### src/rtl/video_win_pkg.sv
// Shared definitions for the video window flush controller.
// Contents:
//   flush_state_t  - controller FSM states (PASS, GAP, FLUSH)
//   flush_lines_f  - number of flush lines needed for a given window size
//   word_cnt_w_f   - width of the per-line beat counter
//   FLUSH_LINES / WORD_CNT_W - values for the default configuration
//   stream_mark_t  - the four stream markers travelling with a beat
//   stream_beat_t  - one complete beat in the default configuration
package video_win_pkg;

    typedef enum logic [1:0] {
        PASS  = 2'd0,
        GAP   = 2'd1,
        FLUSH = 2'd2
    } flush_state_t;

    localparam int DEF_PX_WIDTH      = 10;
    localparam int DEF_PX_PER_CLK    = 4;
    localparam int DEF_WIN_SIZE      = 5;
    localparam int DEF_MAX_LINE_SIZE = 4112;

    // A window of N lines only releases a line once N/2 newer lines exist.
    function automatic int flush_lines_f(input int win_size);
        return win_size / 2;
    endfunction

    // Counter must hold the longest line in beats, plus the value zero.
    function automatic int word_cnt_w_f(input int max_line_size, input int px_per_clk);
        return $clog2(max_line_size / px_per_clk + 1);
    endfunction

    localparam int FLUSH_LINES = DEF_WIN_SIZE / 2;
    localparam int WORD_CNT_W  = $clog2(DEF_MAX_LINE_SIZE / DEF_PX_PER_CLK + 1);

    typedef struct packed {
        logic line_start;
        logic line_end;
        logic frame_start;
        logic frame_end;
    } stream_mark_t;

    typedef struct packed {
        logic [DEF_PX_PER_CLK*DEF_PX_WIDTH-1:0] data;
        logic [DEF_PX_PER_CLK-1:0]              val;
        stream_mark_t                           mark;
    } stream_beat_t;

endpackage

### src/rtl/flush_line_gen.sv
// Generates one synthetic line of beats.
// A start pulse latches the line length (in beats) and the valid mask of the
// final beat; the line is then produced on consecutive cycles starting the
// cycle after start. Outputs are decoded from the internal registers so they
// are valid during the same cycle the beat counter holds that beat.
// Ports:
//   clk_i, rst_i   clock, asynchronous active-high reset
//   start_i        begin a new line (takes priority over an ongoing one)
//   len_i          line length in beats (nonzero)
//   mask_i         per-pixel valid of the last beat
//   beat_o         a synthetic beat is present this cycle
//   val_o          per-pixel valid of the current beat
//   line_start_o   current beat is the first of the line
//   line_end_o     current beat is the last of the line
//   done_o         line completes with this beat
module flush_line_gen
    import video_win_pkg::*;
#(
    parameter int PX_PER_CLK = 4,
    parameter int WCW        = 11
) (
    input  logic                  clk_i,
    input  logic                  rst_i,
    input  logic                  start_i,
    input  logic [WCW-1:0]        len_i,
    input  logic [PX_PER_CLK-1:0] mask_i,
    output logic                  beat_o,
    output logic [PX_PER_CLK-1:0] val_o,
    output logic                  line_start_o,
    output logic                  line_end_o,
    output logic                  done_o
);

    localparam logic [WCW-1:0] CNT_ONE = WCW'(1'b1);

    logic                  r_busy;
    logic [WCW-1:0]        r_idx;
    logic [WCW-1:0]        r_len;
    logic [PX_PER_CLK-1:0] r_mask;
    logic                  w_last;

    assign w_last       = r_busy & (r_idx == r_len);
    assign beat_o       = r_busy;
    assign val_o        = w_last ? r_mask : {PX_PER_CLK{1'b1}};
    assign line_start_o = r_busy & (r_idx == CNT_ONE);
    assign line_end_o   = w_last;
    assign done_o       = w_last;

    // Beat counter: load on start, advance while busy, stop after last beat.
    always_ff @(posedge clk_i or posedge rst_i) begin
        if (rst_i) begin
            r_busy <= 1'b0;
            r_idx  <= '0;
            r_len  <= '0;
            r_mask <= {PX_PER_CLK{1'b1}};
        end else if (start_i) begin
            r_busy <= 1'b1;
            r_idx  <= CNT_ONE;
            r_len  <= len_i;
            r_mask <= mask_i;
        end else if (r_busy) begin
            if (w_last) begin
                r_busy <= 1'b0;
            end else begin
                r_idx <= r_idx + CNT_ONE;
            end
        end else begin
            r_busy <= 1'b0;
        end
    end

endmodule

### src/rtl/video_window_flush_ctrl.sv
// Pass-through stage in front of a sliding-window generator that appends
// WIN_SIZE/2 synthetic flush lines after every frame so the generator can
// release the last real lines of the frame.
// The last real line's geometry (beats and final-beat valid mask) is measured
// in PASS and replayed for each flush line; the frame_end marker is moved from
// the last real beat to the last flush beat. While flushing the source is held
// off with ready_o=0; beats presented anyway are dropped and flagged.
// Ports:
//   clk_i, rst_i                 clock, asynchronous active-high reset
//   px_data_i, px_data_val_i     input pixels and per-pixel valid
//   line/frame start/end _i      input stream markers
//   ready_o                      source may present beats
//   px_data_o, px_data_val_o     output pixels and per-pixel valid
//   line/frame start/end _o      output stream markers
//   flush_active_o               controller is in GAP or FLUSH
//   drop_err_o                   a beat was discarded last cycle
module video_window_flush_ctrl
    import video_win_pkg::*;
#(
    parameter int PX_WIDTH      = 10,
    parameter int PX_PER_CLK    = 4,
    parameter int WIN_SIZE      = 5,
    parameter int MAX_LINE_SIZE = 4112,
    parameter int GAP_CYCLES    = 2,
    parameter int FILL_VALUE    = 0
) (
    input  logic                           clk_i,
    input  logic                           rst_i,
    input  logic [PX_PER_CLK*PX_WIDTH-1:0] px_data_i,
    input  logic [PX_PER_CLK-1:0]          px_data_val_i,
    input  logic                           line_start_i,
    input  logic                           line_end_i,
    input  logic                           frame_start_i,
    input  logic                           frame_end_i,
    output logic                           ready_o,
    output logic [PX_PER_CLK*PX_WIDTH-1:0] px_data_o,
    output logic [PX_PER_CLK-1:0]          px_data_val_o,
    output logic                           line_start_o,
    output logic                           line_end_o,
    output logic                           frame_start_o,
    output logic                           frame_end_o,
    output logic                           flush_active_o,
    output logic                           drop_err_o
);

    localparam int FL  = flush_lines_f(WIN_SIZE);
    localparam int WCW = word_cnt_w_f(MAX_LINE_SIZE, PX_PER_CLK);
    localparam int LCW = $clog2(FL + 1);
    localparam int GCW = (GAP_CYCLES > 1) ? $clog2(GAP_CYCLES) : 1;

    localparam logic [WCW-1:0] WCNT_ONE = WCW'(1'b1);
    localparam logic [WCW-1:0] WCNT_MAX = {WCW{1'b1}};
    localparam logic [LCW-1:0] LCNT_ONE = LCW'(1'b1);
    localparam logic [LCW-1:0] FL_LAST  = LCW'(FL - 1);
    localparam logic [GCW-1:0] GCNT_ONE = GCW'(1'b1);
    localparam logic [GCW-1:0] GAP_LAST = GCW'(GAP_CYCLES - 1);
    localparam logic [PX_WIDTH-1:0]            FILL_PX   = PX_WIDTH'(FILL_VALUE);
    localparam logic [PX_PER_CLK*PX_WIDTH-1:0] FILL_BEAT = {PX_PER_CLK{FILL_PX}};

    function automatic logic [WCW-1:0] sat_inc(input logic [WCW-1:0] v);
        if (v == WCNT_MAX) begin
            return v;
        end else begin
            return v + WCNT_ONE;
        end
    endfunction

    flush_state_t                   r_state;
    logic                           r_ready;
    logic [PX_PER_CLK*PX_WIDTH-1:0] r_data;
    logic [PX_PER_CLK-1:0]          r_val;
    stream_mark_t                   r_mark;
    logic                           r_flush_active;
    logic                           r_drop;
    logic [WCW-1:0]                 r_word_cnt;
    logic [WCW-1:0]                 r_len;
    logic [PX_PER_CLK-1:0]          r_mask;
    logic [LCW-1:0]                 r_line_cnt;
    logic [GCW-1:0]                 r_gap_cnt;

    logic                  w_beat;
    logic                  w_acc;
    logic [WCW-1:0]        w_cnt_incl;
    logic [WCW-1:0]        w_len_next;
    logic [PX_PER_CLK-1:0] w_mask_next;
    logic                  w_len_nz;
    logic                  w_gen_start;
    logic                  w_gen_beat;
    logic [PX_PER_CLK-1:0] w_gen_val;
    logic                  w_gen_ls;
    logic                  w_gen_le;
    logic                  w_gen_done;

    // Only PASS ever raises ready, so an accepted beat implies PASS.
    assign w_beat      = |px_data_val_i;
    assign w_acc       = w_beat & r_ready;
    assign w_cnt_incl  = line_start_i ? WCNT_ONE : sat_inc(r_word_cnt);
    // Geometry including the current beat, so a beat carrying both line_end
    // and frame_end flushes with the length it just completed.
    assign w_len_next  = (w_acc & line_end_i) ? w_cnt_incl : r_len;
    assign w_mask_next = (w_acc & line_end_i) ? px_data_val_i : r_mask;
    assign w_len_nz    = |w_len_next;

    // Start a flush line in the cycle the FSM moves into FLUSH.
    always_comb begin
        w_gen_start = 1'b0;
        case (r_state)
            PASS: begin
                if (GAP_CYCLES == 0) begin
                    w_gen_start = w_acc & frame_end_i & w_len_nz;
                end else begin
                    w_gen_start = 1'b0;
                end
            end
            GAP: begin
                w_gen_start = (r_gap_cnt == GAP_LAST);
            end
            FLUSH: begin
                if (GAP_CYCLES == 0) begin
                    w_gen_start = w_gen_done & (r_line_cnt != FL_LAST);
                end else begin
                    w_gen_start = 1'b0;
                end
            end
            default: begin
                w_gen_start = 1'b0;
            end
        endcase
    end

    flush_line_gen #(
        .PX_PER_CLK (PX_PER_CLK),
        .WCW        (WCW)
    ) u_line_gen (
        .clk_i        (clk_i),
        .rst_i        (rst_i),
        .start_i      (w_gen_start),
        .len_i        (w_len_next),
        .mask_i       (w_mask_next),
        .beat_o       (w_gen_beat),
        .val_o        (w_gen_val),
        .line_start_o (w_gen_ls),
        .line_end_o   (w_gen_le),
        .done_o       (w_gen_done)
    );

    // Controller FSM with line measurement and registered stream outputs.
    always_ff @(posedge clk_i or posedge rst_i) begin
        if (rst_i) begin
            r_state        <= PASS;
            r_ready        <= 1'b1;
            r_data         <= '0;
            r_val          <= '0;
            r_mark         <= '0;
            r_flush_active <= 1'b0;
            r_drop         <= 1'b0;
            r_word_cnt     <= '0;
            r_len          <= '0;
            r_mask         <= {PX_PER_CLK{1'b1}};
            r_line_cnt     <= '0;
            r_gap_cnt      <= '0;
        end else begin
            r_drop <= w_beat & ~r_ready;
            r_len  <= w_len_next;
            r_mask <= w_mask_next;
            if (w_acc) begin
                r_word_cnt <= w_cnt_incl;
            end
            // Idle beat unless a state below overrides it.
            r_data <= '0;
            r_val  <= '0;
            r_mark <= '0;

            case (r_state)
                PASS: begin
                    r_ready        <= 1'b1;
                    r_flush_active <= 1'b0;
                    if (w_acc) begin
                        r_data                <= px_data_i;
                        r_val                 <= px_data_val_i;
                        r_mark.line_start     <= line_start_i;
                        r_mark.line_end       <= line_end_i;
                        r_mark.frame_start    <= frame_start_i;
                        // frame_end moves to the last flush beat when flushing.
                        r_mark.frame_end      <= frame_end_i & ~w_len_nz;
                        if (frame_end_i && w_len_nz) begin
                            r_ready        <= 1'b0;
                            r_flush_active <= 1'b1;
                            r_gap_cnt      <= '0;
                            r_state        <= (GAP_CYCLES == 0) ? FLUSH : GAP;
                        end
                    end
                end
                GAP: begin
                    if (r_gap_cnt == GAP_LAST) begin
                        r_gap_cnt <= '0;
                        r_state   <= FLUSH;
                    end else begin
                        r_gap_cnt <= r_gap_cnt + GCNT_ONE;
                    end
                end
                FLUSH: begin
                    if (w_gen_beat) begin
                        r_data            <= FILL_BEAT;
                        r_val             <= w_gen_val;
                        r_mark.line_start <= w_gen_ls;
                        r_mark.line_end   <= w_gen_le;
                    end
                    if (w_gen_done) begin
                        if (r_line_cnt == FL_LAST) begin
                            // Ready rises one cycle later, from PASS.
                            r_mark.frame_end <= 1'b1;
                            r_line_cnt       <= '0;
                            r_flush_active   <= 1'b0;
                            r_state          <= PASS;
                        end else begin
                            r_line_cnt <= r_line_cnt + LCNT_ONE;
                            r_gap_cnt  <= '0;
                            r_state    <= (GAP_CYCLES == 0) ? FLUSH : GAP;
                        end
                    end
                end
                default: begin
                    r_state        <= PASS;
                    r_ready        <= 1'b1;
                    r_flush_active <= 1'b0;
                end
            endcase
        end
    end

    assign ready_o        = r_ready;
    assign px_data_o      = r_data;
    assign px_data_val_o  = r_val;
    assign line_start_o   = r_mark.line_start;
    assign line_end_o     = r_mark.line_end;
    assign frame_start_o  = r_mark.frame_start;
    assign frame_end_o    = r_mark.frame_end;
    assign flush_active_o = r_flush_active;
    assign drop_err_o     = r_drop;

endmodule

### config.mk
export PLATFORM = sky130hd
export DESIGN_NAME = video_window_flush_ctrl
export DESIGN_NICKNAME = d
export VERILOG_FILES = /design/src/rtl/video_win_pkg.sv /design/src/rtl/flush_line_gen.sv /design/src/rtl/video_window_flush_ctrl.sv
export SDC_FILE = /design/constraint.sdc
export NUM_CORES = 1
export LEC_CHECK = 0
export CAP_MARGIN = 25
export CORE_MARGIN = 2
export CORE_UTILIZATION = 55
export CTS_CLUSTER_DIAMETER = 40
export DETAILED_ROUTE_END_ITERATION = 12
export MAX_ROUTING_LAYER = met4
export PLACE_DENSITY = 0.87
export SETUP_SLACK_MARGIN = 0.02
export SLEW_MARGIN = 20
export SYNTH_ARGS = -nofsm -noshare
export SYNTH_HDL_FRONTEND = slang
export SYNTH_SLANG_ARGS = --single-unit
### constraint.sdc
create_clock -name clk_i -period 10.94 [get_ports clk_i]
set_clock_uncertainty 0.15 [all_clocks]
set_input_delay 2.735 -clock clk_i [delete_from_list [all_inputs] [get_ports clk_i]]
set_output_delay 2.735 -clock clk_i [all_outputs]
set_load 0.05 [all_outputs]
## Word-level counts from Yosys, hierarchy flattened

Cells that the tools add are included.

| storage, ports and cells | value |
|---|---|
| flip-flop bits (word level) | 109 |
| input port bits | 50 |
| memory bits (writable) | 0 |
| latch bits | 0 |
| output and inout bits | 51 |
| logic and storage cells | 102 |
| memory bits (read-only) | 0 |
| memories | 0 |

| cells by class | value |
|---|---|
| equality and inequality tests | 13 |
| magnitude comparators | 0 |
| multipliers | 0 |
| add/sub/neg operators | 4 |
| div/mod/pow operators | 0 |
| reduce and logical (&&, ||, !) cells | 12 |
| multiplexer cells | 45 |
| bitwise operators | 9 |
| shift-type cells | 0 |

Operators by type and width:

| kind | count |
|---|---|
| 40-bit 2-to-1 mux | 2 |
| 11-bit 2-to-1 mux | 6 |
| 11-bit by 1-bit adder with 11-bit output (second input constant) | 2 |
| 4-bit 2-to-1 mux | 5 |
| 1-bit 2-to-1 mux | 19 |
| 2-bit 2-to-1 mux | 6 |
| 11-bit by 1-bit == test with 1-bit output (second input constant) | 1 |
| 11-bit == test | 1 |
| 11-bit == test (second input constant) | 1 |
| 11-bit OR reduction | 1 |
| 2-bit != test (second input constant) | 5 |
| 4-bit one-hot mux with 2 select lines | 1 |
| 1-bit AND | 6 |
| 1-bit one-hot mux with 3 select lines | 2 |
| 2-bit one-hot mux with 3 select lines | 1 |
| 5-bit AND reduction | 1 |
| 2-bit by 1-bit == test with 1-bit output (second input constant) | 2 |
| 2-bit by 1-bit != test with 1-bit output (second input constant) | 2 |
| 1-bit one-hot mux with 2 select lines | 2 |
| 2-bit one-hot mux with 2 select lines | 1 |
| 2-bit AND reduction | 2 |
| 4-bit AND reduction | 1 |
| 4-bit OR reduction | 1 |
| 1-bit inverter | 3 |
| other kinds (9) | 9 |

## Longest topological paths before layout

Gate-level depths: netlist (run 1).

| depth | value |
|---|---|
| depth after elaboration | 9 |
| depth in mapped cells | 9 |
| depth with buffers taken out | 8 |

## By module

From an unflattened synthesis (run 1), not the netlist that was laid out.

| second synthesis, totals | value |
|---|---|
| cells, all modules | 440 |
| area, all modules | 4966.0 um2 |

Modules (own cells, without submodules):

| module | area an instance (um2) | sequential area each (um2) | cells an instance | instances |
|---|---|---|---|---|
| video_window_flush_ctrl | 3499.6 | 2058.2 | 309 | 1 |
| flush_line_gen | 1466.4 | 680.7 | 131 | 1 |

## Least setup slack after synthesis (run 1)

OpenSTA, ideal clock, no wires.

| timing path | value |
|---|---|
| kind | input to register |
| start | input px_data_val_i[0] |
| end | register r_gap_cnt |
| required time | 10663 ps |
| buffers on the path | 0 |
| stages | 7 |
| arrival time | 4842 ps |
| library setup time | 127 ps |
| setup slack | 5820 ps |
| cell sequence | o41ai_1 > nor3_1 > a32oi_1 > or4b_4 > nor4_4 > a2111oi_1 > mux2_1 |

| on the way | value |
|---|---|
| word-level cells in the longest chain between the ends | 8 |
| elaborated cells between the ends (all ways) | 9 |
| classes of those cells | eq/ne (2); mux (1); bitwise (2); reduce/logical (4) |

RTL lines:

| what | RTL line | RTL |
|---|---|---|
| from (decl) | video_window_flush_ctrl.sv:30 | `input logic [PX_PER_CLK-1:0] px_data_val_i,` |
| 4-bit OR reduction (*) | video_window_flush_ctrl.sv:95 | `assign w_beat = \|px_data_val_i;` |
| 1-bit AND (*) | video_window_flush_ctrl.sv:96 | `assign w_acc = w_beat & r_ready;` |
| 1-bit AND | video_window_flush_ctrl.sv:100 | `assign w_len_next = (w_acc & line_end_i) ? w_cnt_incl : r_len;` |
| 11-bit 2-to-1 mux | video_window_flush_ctrl.sv:100 |  |
| 11-bit OR reduction | video_window_flush_ctrl.sv:102 | `assign w_len_nz = \|w_len_next;` |
| 1-bit logical AND | video_window_flush_ctrl.sv:186 | `if (frame_end_i && w_len_nz) begin` |
| 2-bit != test (no line) | -- |  |
| 5-bit AND reduction (no line) (*) | -- |  |
| to (signal assigned) | video_window_flush_ctrl.sv:199 | `r_gap_cnt <= r_gap_cnt + GCNT_ONE;` |
| to (decl) | video_window_flush_ctrl.sv:79 | `logic [GCW-1:0] r_gap_cnt;` |

Mark *: on every way between the ends. The rest lies on a longest branch, timed or not.
A chain may end at the register's enable or synchronous reset.

## Worst setup path after layout (run 1)

Same ends and word-level chain as after synthesis.

==> impl_metrics.yaml, run 1 <==
detailed_routing:
  met1Wirelength_um: 5220
  met3WireLength_um: 718
  drt_iter0_markers: 264
  vias: 3822
  ant_nets: 0
  dr_wl_met2_um: 6050
  firstDrtPassIters: 5
  routed_via_density: 5.82
  drc: 0
  drt_wl_total_um: 12100
  highest_layer: "met4"
  post_drt_wl_per_cell_um: 18.5
die:
  die-area_sq_mm: 0.00966
  rows: 34
  initial_core_util_pct: 56.3
  die_w_um: 98.3
  fp.dieH_um: 98.3
  core_sq_mm: 0.00868
  io_pins: 101
clocking:
  cts_hold_buf: 0
  cts_sinks: 109
  cts.clk_slew.worst_paths_ns: 0.11
  cts_tree: "yes"
  insertion_delay_ns: 0.37
  htree_levels: 3
  cts_buffer_depth: 2
  cts_resized: 0
  post-cts-setup-buffers: 0
  cts-root-buf: "clkbuf_8"
  numCtsBuffers: 9
sta:
  setup_ws_ns: 4.83
  drv_slew: 0
  final_hold_viol_count: 0
  tightestPinTransition_ns: 0.944
  rsz0062_at_grt: "false"
  period_needed_ns: 6.11
  fin_crit_sh_pct: 55.8
  setup_violations: 0
  finalSetupTns_ns: 0
  relSlewSlack_pct: 37.0
  max_freq_ghz: 0.164
worst_setup_path:
  rrSetupSlack_ns: 7.17
  cp-start-kind: "primary input"
  crit_chain: "clkdlybuf4s50_1 -> o41a_1 -> nand2_1 -> a32oi_1 -> or4b_4 -> nor4_4 -> a2111oi_1 -> mux2_1"
  cp-end-kind: "register"
  critPathMaxFanout: 14
  cpMaxStageDelayCell: "clkdlybuf4s50_1"
  cp.arrival_ns: 6.21
  path_class: "in2reg"
  max_stage_delay_ns: 0.56
  crit_required_ns: 11.05
global_routing:
  antenna_found_initial: 0
  grt_pass1_vias: 3949
  grt_pass1_wl_um: 20400
  grt_max_degree: 51
  grt-ovfl-total: 0
  grt.total_usage_pct: 27.3
synth:
  synth_cell_types: 56
  synth_ff_type: "dfrtp_1"
  synth_simple_gate_area_share_pct: 19.3
  synth_top_cells_by_area: "dfrtp_1 51%, and3_1 5.9%, dfstp_2 4.8%"
  yosysMostFrequentCell: "dfrtp_1"
  yosys_warnings: 0
  synth.area.mux_share_pct: 3.00
  synth_area_sq_mm: 0.00489
  synth_edf_count: 0
  synth_compound_area_share_pct: 11.4
  synthCells: 456
  syn-num-nets: 514
  async_flop_share_pct: 100
  yosysTopAreaCell: "dfrtp_1"
  synth_xor_area_share_pct: 4.84
  synth_seq_cells: 109
  synth.top_cell.area_share_pct: 51.2
  postSynthAreaPerCell_sq_um: 10.7
  ys_seq_area_share_pct: 56.0
  synth_top_family_by_area: "simple AND/OR/NAND/NOR gates"
  yosys.area_share.adder_pct: 2.05
  synth_commonest_cells: "100 x dfrtp_1, 52 x nand2_1, 46 x and3_1, 30 x nor2_1, 24 x o21ai_0"
place:
  dp_hpwl_um: 8820
  port_buffers: 100
  gp_congestion: 0.909
  pre_cts_slack_ns: 4.50
power:
  p_comb_share_pct: 11.7
  p_switching_w: 0.000215
  power_frac_seq_pct: 56.6
  p_leak_nw: 2.93
  power_frac_clock_pct: 31.7
  p_sw_share_pct: 28.2
  ir_drop_mv: 0.0805
  p_int_w: 0.000547
  power.density_mw_per_mm2: 124
min_path:
  worstHoldPathType: "reg2reg"
run_status:
  status: "finished clean"
layout:
  fill_cells: 600
  n_antenna_cell: 0
  drive_above_1_share_pct: 8.74
  nets: 602
  syn2layout_area_growth_pct: 26.2
flow_run:
  max-cap-violations: 0
layer usage:
metal,vias up,GRT usage [%]
li1,1779,-
met1,1881,35.7
met2,150,44.7
met3,12,4.44
met4,0,7.80
met5,-,-
cell type report:
cell class	count	area, sq um	share of cell area (%)
inverter	13	51.3	0.832
tap	108	135	2.19
timing repair buffer	105	1060	17.2
multi-input combinational	306	1980	32.1
sequential	109	2740	44.4
clock buffer	9	124	2.01
clock inverter	7	77.6	1.26
cell usage in the layout, fill, tap and decap left out, types with 3 or more instances in the layout:
cell             instances
dfrtp_1                100
mux2_2                  11
nand4_1                 12
ha_1                     8
buf_4                    4
nand3_1                  3
dfstp_2                  9
clkbuf_8                 9
clkdlybuf4s50_1        100
a21oi_1                 14
inv_1                   12
and2_1                   7
nor3_1                   8
a21o_1                   5
nor4_1                   7
and3_1                  46
nand2_1                 52
a21boi_0                 3
a31oi_1                  5
inv_6                    3
xor2_1                  23
nor2_1                  30
o31ai_1                  3
xnor2_1                  4
o21ai_0                 24
cells by family after synthesis:
logic type      count (synthesis)
fa+ha+maj                       8
compound gates                 80
xor+xnor                       27
simple gates                  178
flops                         109
buf+inv                        41
mux                            13
critical path, delay by kind of cell:
kind,cells,cell delay [ns]
AOI/OAI and AO/OA,3,1.10
buffers and inverters,1,0.56
and+or+nand+nor,3,1.48
muxes,1,0.34
final timing paths:
check / endpoint / cells after the start / start
worst max register to register: r_gap_cnt / 7 / ready_o
worst min register to register: r_line_cnt[0] / 1 / r_line_cnt[0]
worst min-delay path: r_line_cnt[0] / 1 / r_line_cnt[0]
max in group asynchronous: r_mask[2] / 4 / rst_i
min in group asynchronous: px_data_o[15] / 2 / rst_i
worst max-delay path: r_gap_cnt / 8 / px_data_val_i[0]
sequential cells by signal, indices dropped and copies added, names as in the netlist, 4 cells and up:
register and cells:
px_data_o 40, px_data_val_o 4, r_len 11, r_mask 4, r_word_cnt 11, u_line_gen.r_idx 11
u_line_gen.r_len 11, u_line_gen.r_mask 4
metrics by stage:
stage | hold WS (ns) | total power [W] | instance area [sq um] | std cells | util (%)
after global placement | 0.313 | 0.000524 | 5940 | 640 | 68.4
after global routing | 0.383 | 0.000792 | 6170 | 657 | 71.0
after detailed placement | 0.328 | 0.000527 | 5960 | 641 | 68.7
final | 0.341 | 0.000762 | 6170 | 657 | 71.0
after CTS | 0.345 | 0.000766 | 6170 | 657 | 71.0
after floorplan | 0.294 | 0.000486 | 4890 | 456 | -
power groups by stage:
| stage | combinational, W | sequential, W | clock [W] |
|---|---|---|---|
| 6_report | 0.0000889 | 0.000432 | 0.000242 |
| 5_1_grt | 0.0000969 | 0.000433 | 0.000261 |
| 4_1_cts | 0.0000884 | 0.000431 | 0.000246 |
| 3_5_place_dp | 0.0000879 | 0.000439 | 0 |
| 3_3_place_gp | 0.0000849 | 0.000439 | 0 |
| 2_1_floorplan | 0.0000524 | 0.000434 | 0 |
(Power assumes the default switching activity.)
==> inputs of run 2 (changes only) <==
- CORE_UTILIZATION: 55 -> 51
- PLACE_DENSITY: 0.87 -> 0.82
- clock period: 10.94 -> 5.7 ns (I/O delays scaled with it)
==> impl_metrics.yaml, run 2 (synthesis results as in run 1) <==
sta:
  rsz0062_at_grt: "false"
  relSlewSlack_pct: 40.4
  max_freq_ghz: 0.223
  finalSetupTns_ns: 0
  drv_slew: 0
  period_needed_ns: 4.48
  fin_crit_sh_pct: 78.6
  tightestPinTransition_ns: 0.894
  final_hold_viol_count: 0
  setup_violations: 0
die:
  die_w_um: 102
  core_sq_mm: 0.00928
  fp.dieH_um: 102
  initial_core_util_pct: 52.6
  io_pins: 101
  die-area_sq_mm: 0.0104
  rows: 35
layout:
  nets: 602
  final_util_pct: 66.5
  syn2layout_area_growth_pct: 26.3
  postLayoutCellArea_sq_mm: 0.00617
  final_cell_count_no_fill: 678
  n_antenna_cell: 0
  drive_above_1_share_pct: 8.93
  layout_common_cells: "100 x dfrtp_1, 100 x clkdlybuf4s50_1, 52 x nand2_1, 46 x and3_1, 30 x nor2_1"
  largest_reg_flops: 40
power:
  p_comb_share_pct: 11.3
  ir_drop_mv: 0.170
  p_switching_w: 0.000399
  power_frac_seq_pct: 57.2
  power_frac_clock_pct: 31.5
  p_int_w: 0.00105
  p_leak_nw: 2.92
  power.density_mw_per_mm2: 234
  power_w: 0.00145
  p_sw_share_pct: 27.6
global_routing:
  grt.total_usage_pct: 23.3
  grt_pass1_vias: 3634
  grt_pass1_wl_um: 18300
  antenna_found_initial: 0
  grt_max_degree: 88
  grt-ovfl-total: 0
detailed_routing:
  vias: 3758
  drt_iter0_markers: 287
  drc: 0
  post_drt_wl_per_cell_um: 16.9
  ant_nets: 0
  firstDrtPassIters: 4
  drt_wl_total_um: 11400
  routed_via_density: 5.54
worst_setup_path:
  crit_required_ns: 5.80
  path_class: "in2reg"
  cp-end-kind: "register"
  critPathMaxFanout: 11
  cp.arrival_ns: 4.58
  cp-start-kind: "primary input"
flow_run:
  max-cap-violations: 0
run_status:
  status: "finished clean"
clocking:
  insertion_delay_ns: 0.37
  cts_hold_buf: 0
  cts_buffer_depth: 2
  cts.clk_slew.worst_paths_ns: 0.12
  cts_tree: "yes"
  cts-root-buf: "clkbuf_8"
  htree_levels: 3
  cts_sinks: 109
  post-cts-setup-buffers: 0
  numCtsBuffers: 9
  cts_resized: 0
place:
  port_buffers: 100
  dp_hpwl_um: 8230
  dpl_cell_area_sq_mm: 0.00597
  dp_cells: 662
  gp_congestion: 0.942
min_path:
  worstHoldPathType: "reg2reg"
## run 2: cell count changes in the layout (fill, tap and decap cells not counted)
cell / change
inv_6: -2
buf_4: +1
ha_1: -1
buf_16: -1
clkinv_4: +2
inv_8: +2
inv_4: -1
ha_2: +1
clkinv_8: -1
## run 2: power groups by stage
stage	Clock, W	Combinational (W)	Sequential (W)
2_1_floorplan	0	0.000101	0.000833
3_3_place_gp	0	0.000163	0.000842
3_5_place_dp	0	0.000162	0.000842
4_1_cts	0.000465	0.000163	0.000827
5_1_grt	0.000494	0.000181	0.000833
6_report	0.000455	0.000163	0.000827
## run 2: routing by layer
layer	GRT usage [%]	share of wire, %	vias to the layer above
met4	7.08	1.4	0
met2	37.4	48	147
li1	-	-	1776
met5	-	0	-
met3	3.69	7.3	15
met1	30.7	43	1820
## run 2: per-stage QoR
stage	hold slack [ns]	setup slack [ns]
3_3_place_gp	0.313	1.04
6_report	0.338	1.22
2_1_floorplan	0.294	1.27
3_5_place_dp	0.322	0.862
4_1_cts	0.342	1.24
5_1_grt	0.381	1.09
## run 2: path summary, 6_finish.rpt
kind,start,endpoint,slack [ns],cells after the start
setup reg to reg,r_word_cnt[0],r_gap_cnt,2.17,8
hold / removal,r_line_cnt[0],r_line_cnt[0],0.34,1
setup / recovery,px_data_val_i[0],r_gap_cnt,1.22,9
hold reg to reg,r_line_cnt[0],r_line_cnt[0],0.34,1
max in group asynchronous,rst_i,u_line_gen.r_mask[3],3.12,3
min in group asynchronous,rst_i,px_data_o[25],1.41,2
## run 2: final cells by class
class                           instances  area [sq um]
Timing Repair Buffer                  105          1040
Clock buffer                            9           124
Tap cell                              129           161
Clock inverter                          7          75.1
Fill cell                             723          3110
Sequential cell                       109          2740
Inverter                               13          53.8
Multi-Input combinational cell        306          1980
## run 2: critical path: stages
cell and delay (ns):
clkdlybuf4s50_1 0.49, o41ai_1 0.41, buf_4 0.24, nor3_1 0.11, a32oi_1 0.31, or4b_4 0.52
nor4_4 0.49, a2111oi_1 0.19, mux2_1 0.38
==> inputs of run 3 (changes only) <==
- CORE_UTILIZATION: 51 -> 46
- PLACE_DENSITY: 0.82 -> 0.78
- clock period: 5.7 -> 3.7 ns (I/O delays scaled with it)
==> impl_metrics.yaml, run 3 (synthesis results as in run 1) <==
place:
  gp_congestion: 1.01
  dp_cells: 689
  dp_hpwl_um: 8660
  pre_cts_slack_ns: -0.483
  port_buffers: 100
  dpl_cell_area_sq_mm: 0.00614
layout:
  largest_reg_flops: 40
  drive_above_1_share_pct: 12.0
  final_cell_count_no_fill: 705
  layout_common_cells: "100 x dfrtp_1, 100 x clkdlybuf4s50_1, 52 x nand2_1, 46 x and3_1, 30 x nor2_1"
  nets: 622
  syn2layout_area_growth_pct: 30.2
  n_antenna_cell: 0
  postLayoutCellArea_sq_mm: 0.00636
worst_setup_path:
  max_stage_delay_ns: 0.58
  cp_num_buf_inv: 3
  cp_top_family: "compound AO/OA/AOI/OAI gates"
  cpMaxStageDelayCell: "o41a_1"
  cp-end-kind: "register"
  cp.arrival_ns: 3.74
  crit_required_ns: 3.82
  crit_chain: "clkdlybuf4s50_1 -> o41a_1 -> nand3_1 -> buf_4 -> nor4_1 -> o31ai_1 -> buf_4 -> nor4_4 -> a2111oi_1 -> mux2_1"
  path_class: "in2reg"
  critPathMaxFanout: 7
  cp-start-kind: "primary input"
  crit_top_cell: "buf_4"
detailed_routing:
  dr_wl_met2_um: 5710
  met1Wirelength_um: 5220
  post_drt_wl_per_cell_um: 16.9
  routed_via_density: 5.56
  vias: 3918
  firstDrtPassIters: 4
  ant_nets: 0
  met3WireLength_um: 767
  drt_iter0_markers: 264
  highest_layer: "met4"
  drt_wl_total_um: 11900
  drc: 0
global_routing:
  grt_pass1_vias: 3744
  grt_pass1_wl_um: 18900
  grt-ovfl-total: 0
  grt_max_degree: 89
  grt.total_usage_pct: 21.6
  antenna_found_initial: 0
clocking:
  cts_buffer_depth: 2
  cts.clk_slew.worst_paths_ns: 0.12
  cts_tree: "yes"
  cts-root-buf: "clkbuf_8"
  insertion_delay_ns: 0.37
  post-cts-setup-buffers: 0
  numCtsBuffers: 9
  htree_levels: 3
  cts_sinks: 109
sta:
  setup_violations: 0
  relSlewSlack_pct: 39.0
  max_freq_ghz: 0.276
  final_hold_viol_count: 0
  period_needed_ns: 3.62
  setup_ws_ns: 0.0798
  tightestPinTransition_ns: 0.914
  rsz0062_at_grt: "false"
  fin_crit_sh_pct: 97.8
  drv_slew: 0
power:
  p_comb_share_pct: 12.2
  ir_drop_mv: 0.176
  p_switching_w: 0.000610
  p_int_w: 0.00169
  power_frac_seq_pct: 55.3
  power_frac_clock_pct: 32.5
  p_leak_nw: 3.02
  power.density_mw_per_mm2: 362
  p_sw_share_pct: 26.5
die:
  io_pins: 101
  die_w_um: 107
  initial_core_util_pct: 47.3
  core_sq_mm: 0.0103
  fp.dieH_um: 107
  die-area_sq_mm: 0.0115
  rows: 37
min_path:
  worstHoldPathType: "reg2reg"
flow_run:
  max-cap-violations: 0
run_status:
  status: "finished clean"
## run 3: changes by cell type in the layout (fill, tap and decap cells not counted), sizes merged
cell / before / now
clkbuf: 9 / 10
inv: 16 / 14
buf: 5 / 25
clkinvlp: 1 / 2
clkinv: 3 / 2
bufinv: 0 / 1
## run 3: layout make-up
cell class | instances | area [sq um]
clock inverters | 6 | 82.6
clock buffers | 10 | 128
flip-flops and latches | 109 | 2740
multi-input cells | 306 | 1990
inverters | 13 | 52.6
well taps | 136 | 170
fillers | 808 | 3960
repair buffers | 125 | 1200
## run 3: repair_timing
item | CTS | global route
resized for setup | 1 | 0
endpoints found under the hold margin | 0 | 0
hold buffers | 0 | 0
setup endpoints to repair | 3 | 0
## run 3: final timing paths
check	to	from	slack [ns]	cells past startpoint
hold / removal	r_line_cnt[0]	r_line_cnt[0]	0.35	1
setup reg to reg	flush_active_o	r_word_cnt[0]	0.43	9
setup / recovery	r_gap_cnt	px_data_val_i[0]	0.08	10
max in group asynchronous	u_line_gen.r_mask[1]	rst_i	1.80	3
min in group asynchronous	px_data_o[28]	rst_i	0.78	2
hold reg to reg	r_line_cnt[0]	r_line_cnt[0]	0.35	1
## run 3: power by group through the flow
stage | registers, W | clock network (W) | logic [W]
6_report | 0.00127 | 0.000750 | 0.000280
5_1_grt | 0.00128 | 0.000819 | 0.000307
4_1_cts | 0.00127 | 0.000765 | 0.000280
3_5_place_dp | 0.00130 | 0 | 0.000278
3_3_place_gp | 0.00130 | 0 | 0.000274
2_1_floorplan | 0.00128 | 0 | 0.000155
## run 3: per-stage QoR
step | hold WS (ns) | power (W) | TNS, ns | utilization [%]
2_1_floorplan | 0.294 | 0.00144 | 0 | -
3_3_place_gp | 0.320 | 0.00157 | -1.28 | 59.5
3_5_place_dp | 0.321 | 0.00157 | -2.13 | 59.5
4_1_cts | 0.347 | 0.00232 | 0 | 61.6
5_1_grt | 0.373 | 0.00241 | 0 | 61.6
6_report | 0.349 | 0.00230 | 0 | 61.6
## run 3: worst register-to-register path: cells and delay by family (launching register included)
kind            cells  cell delay, ns
compound gates      1            0.30
fa+ha+maj           1            0.36
buf+inv             1            0.20
flops               1            0.53
mux                 1            0.25
simple gates        5            1.40
## run 3: routing by layer
metal / vias to the layer above / track usage [%]
li1: 1815 / -
met1: 1913 / 28.4
met2: 166 / 33.9
met3: 24 / 3.89
met4: 0 / 7.79
met5: - / -
